[src/rtl/des_pkg.sv]
// des_pkg: shared Triple-DES block width, slave address map and result-buffer status-word layout.
package des_pkg;
    localparam int DES_BLOCK_W = 64;
    localparam logic [31:0] ADDR_RESULT = 32'h0000_0000;
    localparam logic [31:0] ADDR_STATUS = 32'h0000_0111;
    localparam int ST_UNDERFLOW = 0;
    localparam int ST_OVERFLOW = 1;
    localparam int ST_EMPTY = 2;
    localparam int ST_FULL = 3;
    localparam int ST_COUNT_LSB = 4;
endpackage

[src/rtl/des_result_mem.sv]
// des_result_mem: DEPTH x DATA_W register array with one write port and a registered, loadable read port.
module des_result_mem #(
    parameter int DEPTH = 8,
    parameter int DATA_W = 64
) (
    input  logic                     clk,
    input  logic                     rst,
    input  logic                     we,
    input  logic [$clog2(DEPTH)-1:0] waddr,
    input  logic [DATA_W-1:0]        wdata,
    input  logic                     ld,
    input  logic                     ld_mem,
    input  logic [$clog2(DEPTH)-1:0] raddr,
    input  logic [DATA_W-1:0]        ld_val,
    output logic [DATA_W-1:0]        rdata
);
    logic [DATA_W-1:0] mem [DEPTH];
    // storage array; contents are deliberately not reset
    always_ff @(posedge clk) begin
        if (we) mem[waddr] <= wdata;
    end
    // read register: loads either the addressed entry or an override value, holds otherwise
    always_ff @(posedge clk or posedge rst) begin
        if (rst) rdata <= '0;
        else if (ld) rdata <= ld_mem ? mem[raddr] : ld_val;
    end
endmodule

[src/rtl/des_result_buffer.sv]
// des_result_buffer: in-order result FIFO between the 3DES pipeline and the AHB-Lite slave.
// Status-word reads are enabled by defining DES_RESULT_BUF_STATUS_EN.
module des_result_buffer
    import des_pkg::*;
#(
    parameter int DEPTH = 8,
    parameter int DATA_W = DES_BLOCK_W,
    parameter int CNT_W = $clog2(DEPTH) + 1
) (
    input  logic              HCLK,
    input  logic              HRESET,
    input  logic              blk_valid,
    input  logic [DATA_W-1:0] blk_data,
    input  logic              rd_en,
    input  logic              rd_status,
    input  logic              clr_err,
    output logic [DATA_W-1:0] rd_data,
    output logic              rd_valid,
    output logic [CNT_W-1:0]  count,
    output logic              full,
    output logic              empty,
    output logic              overflow,
    output logic              underflow
);
    localparam int PTR_W = $clog2(DEPTH);
    logic [PTR_W-1:0] wr_ptr, rd_ptr;
    logic data_rd, pop, push, drop, under;
    logic [CNT_W-1:0] count_nxt;
    logic [DATA_W-1:0] ld_val;
`ifdef DES_RESULT_BUF_STATUS_EN
    // status reads return a flag snapshot; data reads that underflow return zero
    always_comb begin
        ld_val = '0;
        if (rd_status) begin
            ld_val[ST_COUNT_LSB +: CNT_W] = count;
            ld_val[ST_FULL] = full;
            ld_val[ST_EMPTY] = empty;
            ld_val[ST_OVERFLOW] = overflow;
            ld_val[ST_UNDERFLOW] = underflow;
        end
    end
    assign data_rd = rd_en && !rd_status;
`else
    logic unused_rd_status;
    assign unused_rd_status = rd_status;
    assign ld_val = '0;
    assign data_rd = rd_en;
`endif
    // a pop on a full FIFO frees the slot the simultaneous push needs
    always_comb begin
        pop = data_rd && !empty;
        under = data_rd && empty;
        push = blk_valid && (!full || pop);
        drop = blk_valid && full && !pop;
        count_nxt = count + CNT_W'(push) - CNT_W'(pop);
    end
    // pointers, registered occupancy flags and sticky errors (a new error beats clr_err)
    always_ff @(posedge HCLK or posedge HRESET) begin
        if (HRESET) begin
            wr_ptr <= '0;
            rd_ptr <= '0;
            count <= '0;
            full <= 1'b0;
            empty <= 1'b1;
            overflow <= 1'b0;
            underflow <= 1'b0;
            rd_valid <= 1'b0;
        end else begin
            wr_ptr <= wr_ptr + PTR_W'(push);
            rd_ptr <= rd_ptr + PTR_W'(pop);
            count <= count_nxt;
            full <= count_nxt == CNT_W'(DEPTH);
            empty <= count_nxt == '0;
            overflow <= drop || (overflow && !clr_err);
            underflow <= under || (underflow && !clr_err);
            rd_valid <= rd_en;
        end
    end
    des_result_mem #(.DEPTH(DEPTH), .DATA_W(DATA_W)) u_mem (
        .clk(HCLK),
        .rst(HRESET),
        .we(push),
        .waddr(wr_ptr),
        .wdata(blk_data),
        .ld(rd_en),
        .ld_mem(pop),
        .raddr(rd_ptr),
        .ld_val(ld_val),
        .rdata(rd_data)
    );
endmodule

[config.mk]
export PLATFORM = sky130hd
export DESIGN_NAME = des_result_buffer
export DESIGN_NICKNAME = d
export VERILOG_FILES = /design/src/rtl/des_pkg.sv /design/src/rtl/des_result_mem.sv /design/src/rtl/des_result_buffer.sv
export SDC_FILE = /design/constraint.sdc
export NUM_CORES = 1
export LEC_CHECK = 0
export BUFFER_PORTS_ARGS = -buffer_cell sky130_fd_sc_hd__buf_4
export CAP_MARGIN = 20
export CORE_ASPECT_RATIO = 1.4
export CORE_MARGIN = 2
export CORE_UTILIZATION = 47
export DETAILED_ROUTE_END_ITERATION = 6
export PLACE_DENSITY = 0.62
export SYNTH_ARGS = -nofsm -noshare
export SYNTH_HDL_FRONTEND = slang
export SYNTH_SLANG_ARGS = --single-unit
[constraint.sdc]
create_clock -name HCLK -period 9.3 [get_ports HCLK]
set_clock_uncertainty 0.1 [all_clocks]
set_input_delay 2.325 -clock HCLK [delete_from_list [all_inputs] [get_ports HCLK]]
set_output_delay 2.325 -clock HCLK [all_outputs]
set_load 0.1 [all_outputs]
### Word-level counts from Yosys, hierarchy flattened

Memories as Yosys holds them, arrays and structs flattened.
Index checks and enable logic that the tools add are counted.

* memory bits (read-only): 0
* bits in registers: 79
* bits in latches: 0
* memories: 1
* bits in writable memories: 512

* add/sub/neg operators: 4
* reduce and logical (&&, ||, !) cells: 15
* order comparisons: 0
* multipliers: 0
* eq/ne operators: 1
* divide/modulo/power cells: 0
* shifts and indexed selects: 0
* bitwise operators: 0
* muxes and demuxes: 3

Memory list
* u_mem.mem: depth 8, bits a word 64, rd ports 1, clocked after memory_dff 0, wr ports 1, RTL line des_result_mem.sv:17 `logic [DATA_W-1:0] mem [DEPTH];`

Operators by type and width (number)
* 64-bit two-way mux: 1
* 1-bit logical AND: 7
* 3-bit by 1-bit adder with 3-bit output: 2
* 4-bit by 1-bit adder with 4-bit output: 1
* 4-bit equality test (second input constant): 1
* 1-bit logical NOT: 4
* 4-bit logical NOT: 1
* 4-bit by 1-bit subtractor with 4-bit output: 1
* 1-bit logical OR: 3
* 1-bit two-way mux: 2

### Longest topological paths before layout

* depth in word-level cells: 7
* mapped depth: 11
* gate-level depth less buffers: 10

### Cells and area by module

A second synthesis with hierarchy kept.

* cell total of the unflattened synthesis: 1366
* area total of the unflattened synthesis: 23140.9 um^2

By module, submodules not included
* des_result_mem: instances 1, cells an instance 1313, area each 22490.3 um^2
* des_result_buffer: instances 1, cells an instance 53, area each 650.6 um^2

### Least setup slack after synthesis

No wires, ideal clock.

* path kind: input port to flip-flop
* start point: in rd_en
* end point: mem u_mem.mem[0][0], enable pin
* arrival: 8.672 ns
* path slack: -0.115 ns
* cell stages on the path: 4
* library setup time: 0.644 ns
* cell sequence: nand2b_1 -> nand2_1 -> nand2_1 -> nor4_1

* longest elaborated chain between the ends: 5

Ends and longest elaborated chain
* start: declaration: RTL line des_result_buffer.sv:14 `input logic rd_en,`
* 1-bit logical AND: RTL line des_result_buffer.sv:51 `pop = data_rd && !empty;`
* 1-bit logical OR: RTL line des_result_buffer.sv:53 `push = blk_valid && (!full || pop);`
* 1-bit logical AND: RTL line des_result_buffer.sv:53
* 1-bit two-way mux: RTL line des_result_mem.sv:20 `if (we) mem[waddr] <= wdata;`
* 1-bit two-way mux (not written as such): RTL line des_result_mem.sv:20
* end: declaration: RTL line des_result_mem.sv:17

No other way between the ends.

### Final worst setup path

* start point: in rd_en
* end point: mem u_mem.mem[7][57], enable pin

Same word-level chain as after synthesis.

==> flow_summary.ini <==
[place]
place_inst = 1884
hpwl_mm = 23.79
place_area_um2 = 24060
portBuffers = 141
gp_congestion = 0.7219
dp_slack_ns = 3.180

[grt]
grt-ovfl-total = 0
grt_pass1_wl_mm = 69.84
antenna_found_initial = 4
grt_use_total_pct = 18.65
grt_pass1_vias = 11520
grt_max_degree = 134

[critical_path]
cp.required_ns = 9.40
crit_arrival_ns = 5.50
start_kind = input port
crit_type = in -> reg
reg2reg_from = empty
setup.worst_path.start = rd_en
cp_max_fo = 67
end_kind = flop

[floorplan]
placementRows = 94
die_area_um2 = 49580
core-area_um2 = 47050
die_y_um = 262.7
ios = 143
initial_core_util_pct = 47.74
fp.dieW_um = 188.8

[yosys]
async_reset_ff_share_pct = 13.37
yosysSeqAreaShare_pct = 77.26
synthTopCellsByArea = edfxtp_1, dfrtp_1, mux4_2
synth_top_cell_by_area = edfxtp_1
yosysUniqueCellTypes = 32
ys.flop_type = edfxtp_1
synth_top_area_share_pct = 68.46
netlist_area_um2 = 22460
synth_seq_cells = 591
synth_common_cells = edfxtp_1, mux2i_1, dfrtp_1
postSynthCellCount = 1161
synth_most_common_cell = edfxtp_1
synth_fp_nets = 1240
avgSynthCellArea_um2 = 19.34
ys_warn_count = 0
synth-edff-count = 512

[cts]
clock_sinks = 591
cts_hold_buffers = 0
clkSlewWorstSetupHoldPaths_ns = 0.07
ctsRootBufferMaster = clkbuf_16
cts_tree = yes
htreeDepth = 2
cts-buffers-inserted = 53
cts_resized = 0
cts.path.max_buffers = 3
clk_latency_ns = 0.58
post_cts_buffers = 0

[route]
wirelength_mm = 45.71
vias_per_cell = 5.469
wl_per_cell_um = 23.00
drt_first_pass_iters = 6
drt_iter0_drc = 746
ant_nets = 0
drc = 0
vias = 10870

[timing]
fin_crit_sh_pct = 58.06
fmax_mhz = 185.2
hold_violations = 0
setup_ws_ns = 3.901
rsz0062_at_grt = false
worst_slew_pin_slew_ns = 1.047
finalCriticalPeriod_ns = 5.399
whs_ns = 0.4088
setup_violations = 0
maxSlewViolCount = 0
relSlewSlack_pct = 30.23
tns_ns = 0

[cells_and_area]
final_nets = 1396
stdcell_count = 1987
design_area_um2 = 25860
fin_util_pct = 54.97
area_delta_synth_final_pct = 15.14
drive_above_1_share_pct = 23.22

[worst_hold_path]
hold_start = u_mem.rdata[7]
hp-class = reg -> reg

[pwr]
powerDensity_nw_per_um2 = 348.4
power_mw = 9.008
p_leak_nw = 9.196
peakVddDrop_mv = 0.2524

[run]
cap_violations = 0

[status]
status = complete, no violations
## path summary, 6_finish.rpt
kind	end	slack, ns	depth (start not counted)
max in group asynchronous	rd_ptr[2]	6.23	3
max	u_mem.mem[7][57]	3.90	8
min reg2reg	u_mem.rdata[7]	0.41	2
min in group asynchronous	u_mem.rdata[2]	1.61	2
max reg2reg	u_mem.mem[7][57]	6.00	7
min	u_mem.rdata[7]	0.41	2
## placed cells by master, fill, tap and decap left out, types with 2 or more instances in the layout
cell type and n:
diode_2 2, nor2b_1 2, o21ai_1 55, edfxtp_1 512
mux2i_1 128, nor2_1 2, a22oi_1 64, ha_1 8
mux4_2 62, clkinv_2 9, inv_1 71, nand2b_1 12
xnor2_1 2, o211ai_1 55, buf_16 2, mux4_1 2
clkinv_1 7, nor3_2 4, clkbuf_1 17, dfrtp_4 3
inv_6 2, nor2_4 3, xor2_1 3, nand3_1 10
dfrtp_1 75, buf_4 160, bufinv_16 5, o21ai_0 11
nand2_1 5, clkbuf_16 55, clkbuf_8 4
## per-layer routing
metal	part of all wire [%]	global-route usage, %
met3	4.3	3.138
met5	0.066	0
met1	41	23.43
met2	53	33.32
met4	1.9	5.194
## power breakdown
group / switching, mW / internal (mW) / total (mW) / leakage (nW)
logic: 2.22 / 0.952 / 3.18 / 2.75
clock network: 0.918 / 1.26 / 2.17 / 0.849
registers: 0.258 / 3.40 / 3.66 / 5.60
## sequential cells by signal, indices dropped and copies added (netlist names)
signal and count:
count 4, empty 1, full 1, overflow 1, rd_ptr 3, rd_valid 1, u_mem.mem 512, u_mem.rdata 64
underflow 1, wr_ptr 3
## worst max-delay path: stages
cell,delay (ns)
buf_4,0.66
nand2b_1,0.23
nand2_1,0.12
nand2_1,0.24
inv_1,0.16
nand2_1,0.22
nor2_4,0.76
buf_4,0.72
## area by class of cell
class | instances | area, um^2
diodes | 2 | 5.005
inverters | 73 | 277.8
flip-flops and latches | 591 | 17360
repair buffers | 163 | 1276
well taps | 624 | 780.7
clock inverters | 23 | 241.5
fillers | 3662 | 21190
clock buffers | 76 | 1495
multi-input cells | 435 | 4418
## cell families (layout without fill, tap and decap cells)
family / after synthesis / after routing / share of synthesized area (%)
XOR/XNOR: 5 / 5 / 0.1950
AND/OR/NAND/NOR: 42 / 42 / 0.9806
other: 0 / 2 / 0
multiplexers: 192 / 192 / 12.16
flip-flops: 591 / 591 / 77.26
adder cells (fa/ha/maj): 9 / 9 / 0.5348
AO/OA/AOI/OAI: 187 / 187 / 5.504
buffers and inverters: 135 / 335 / 3.365
(Power assumes the default switching activity.)
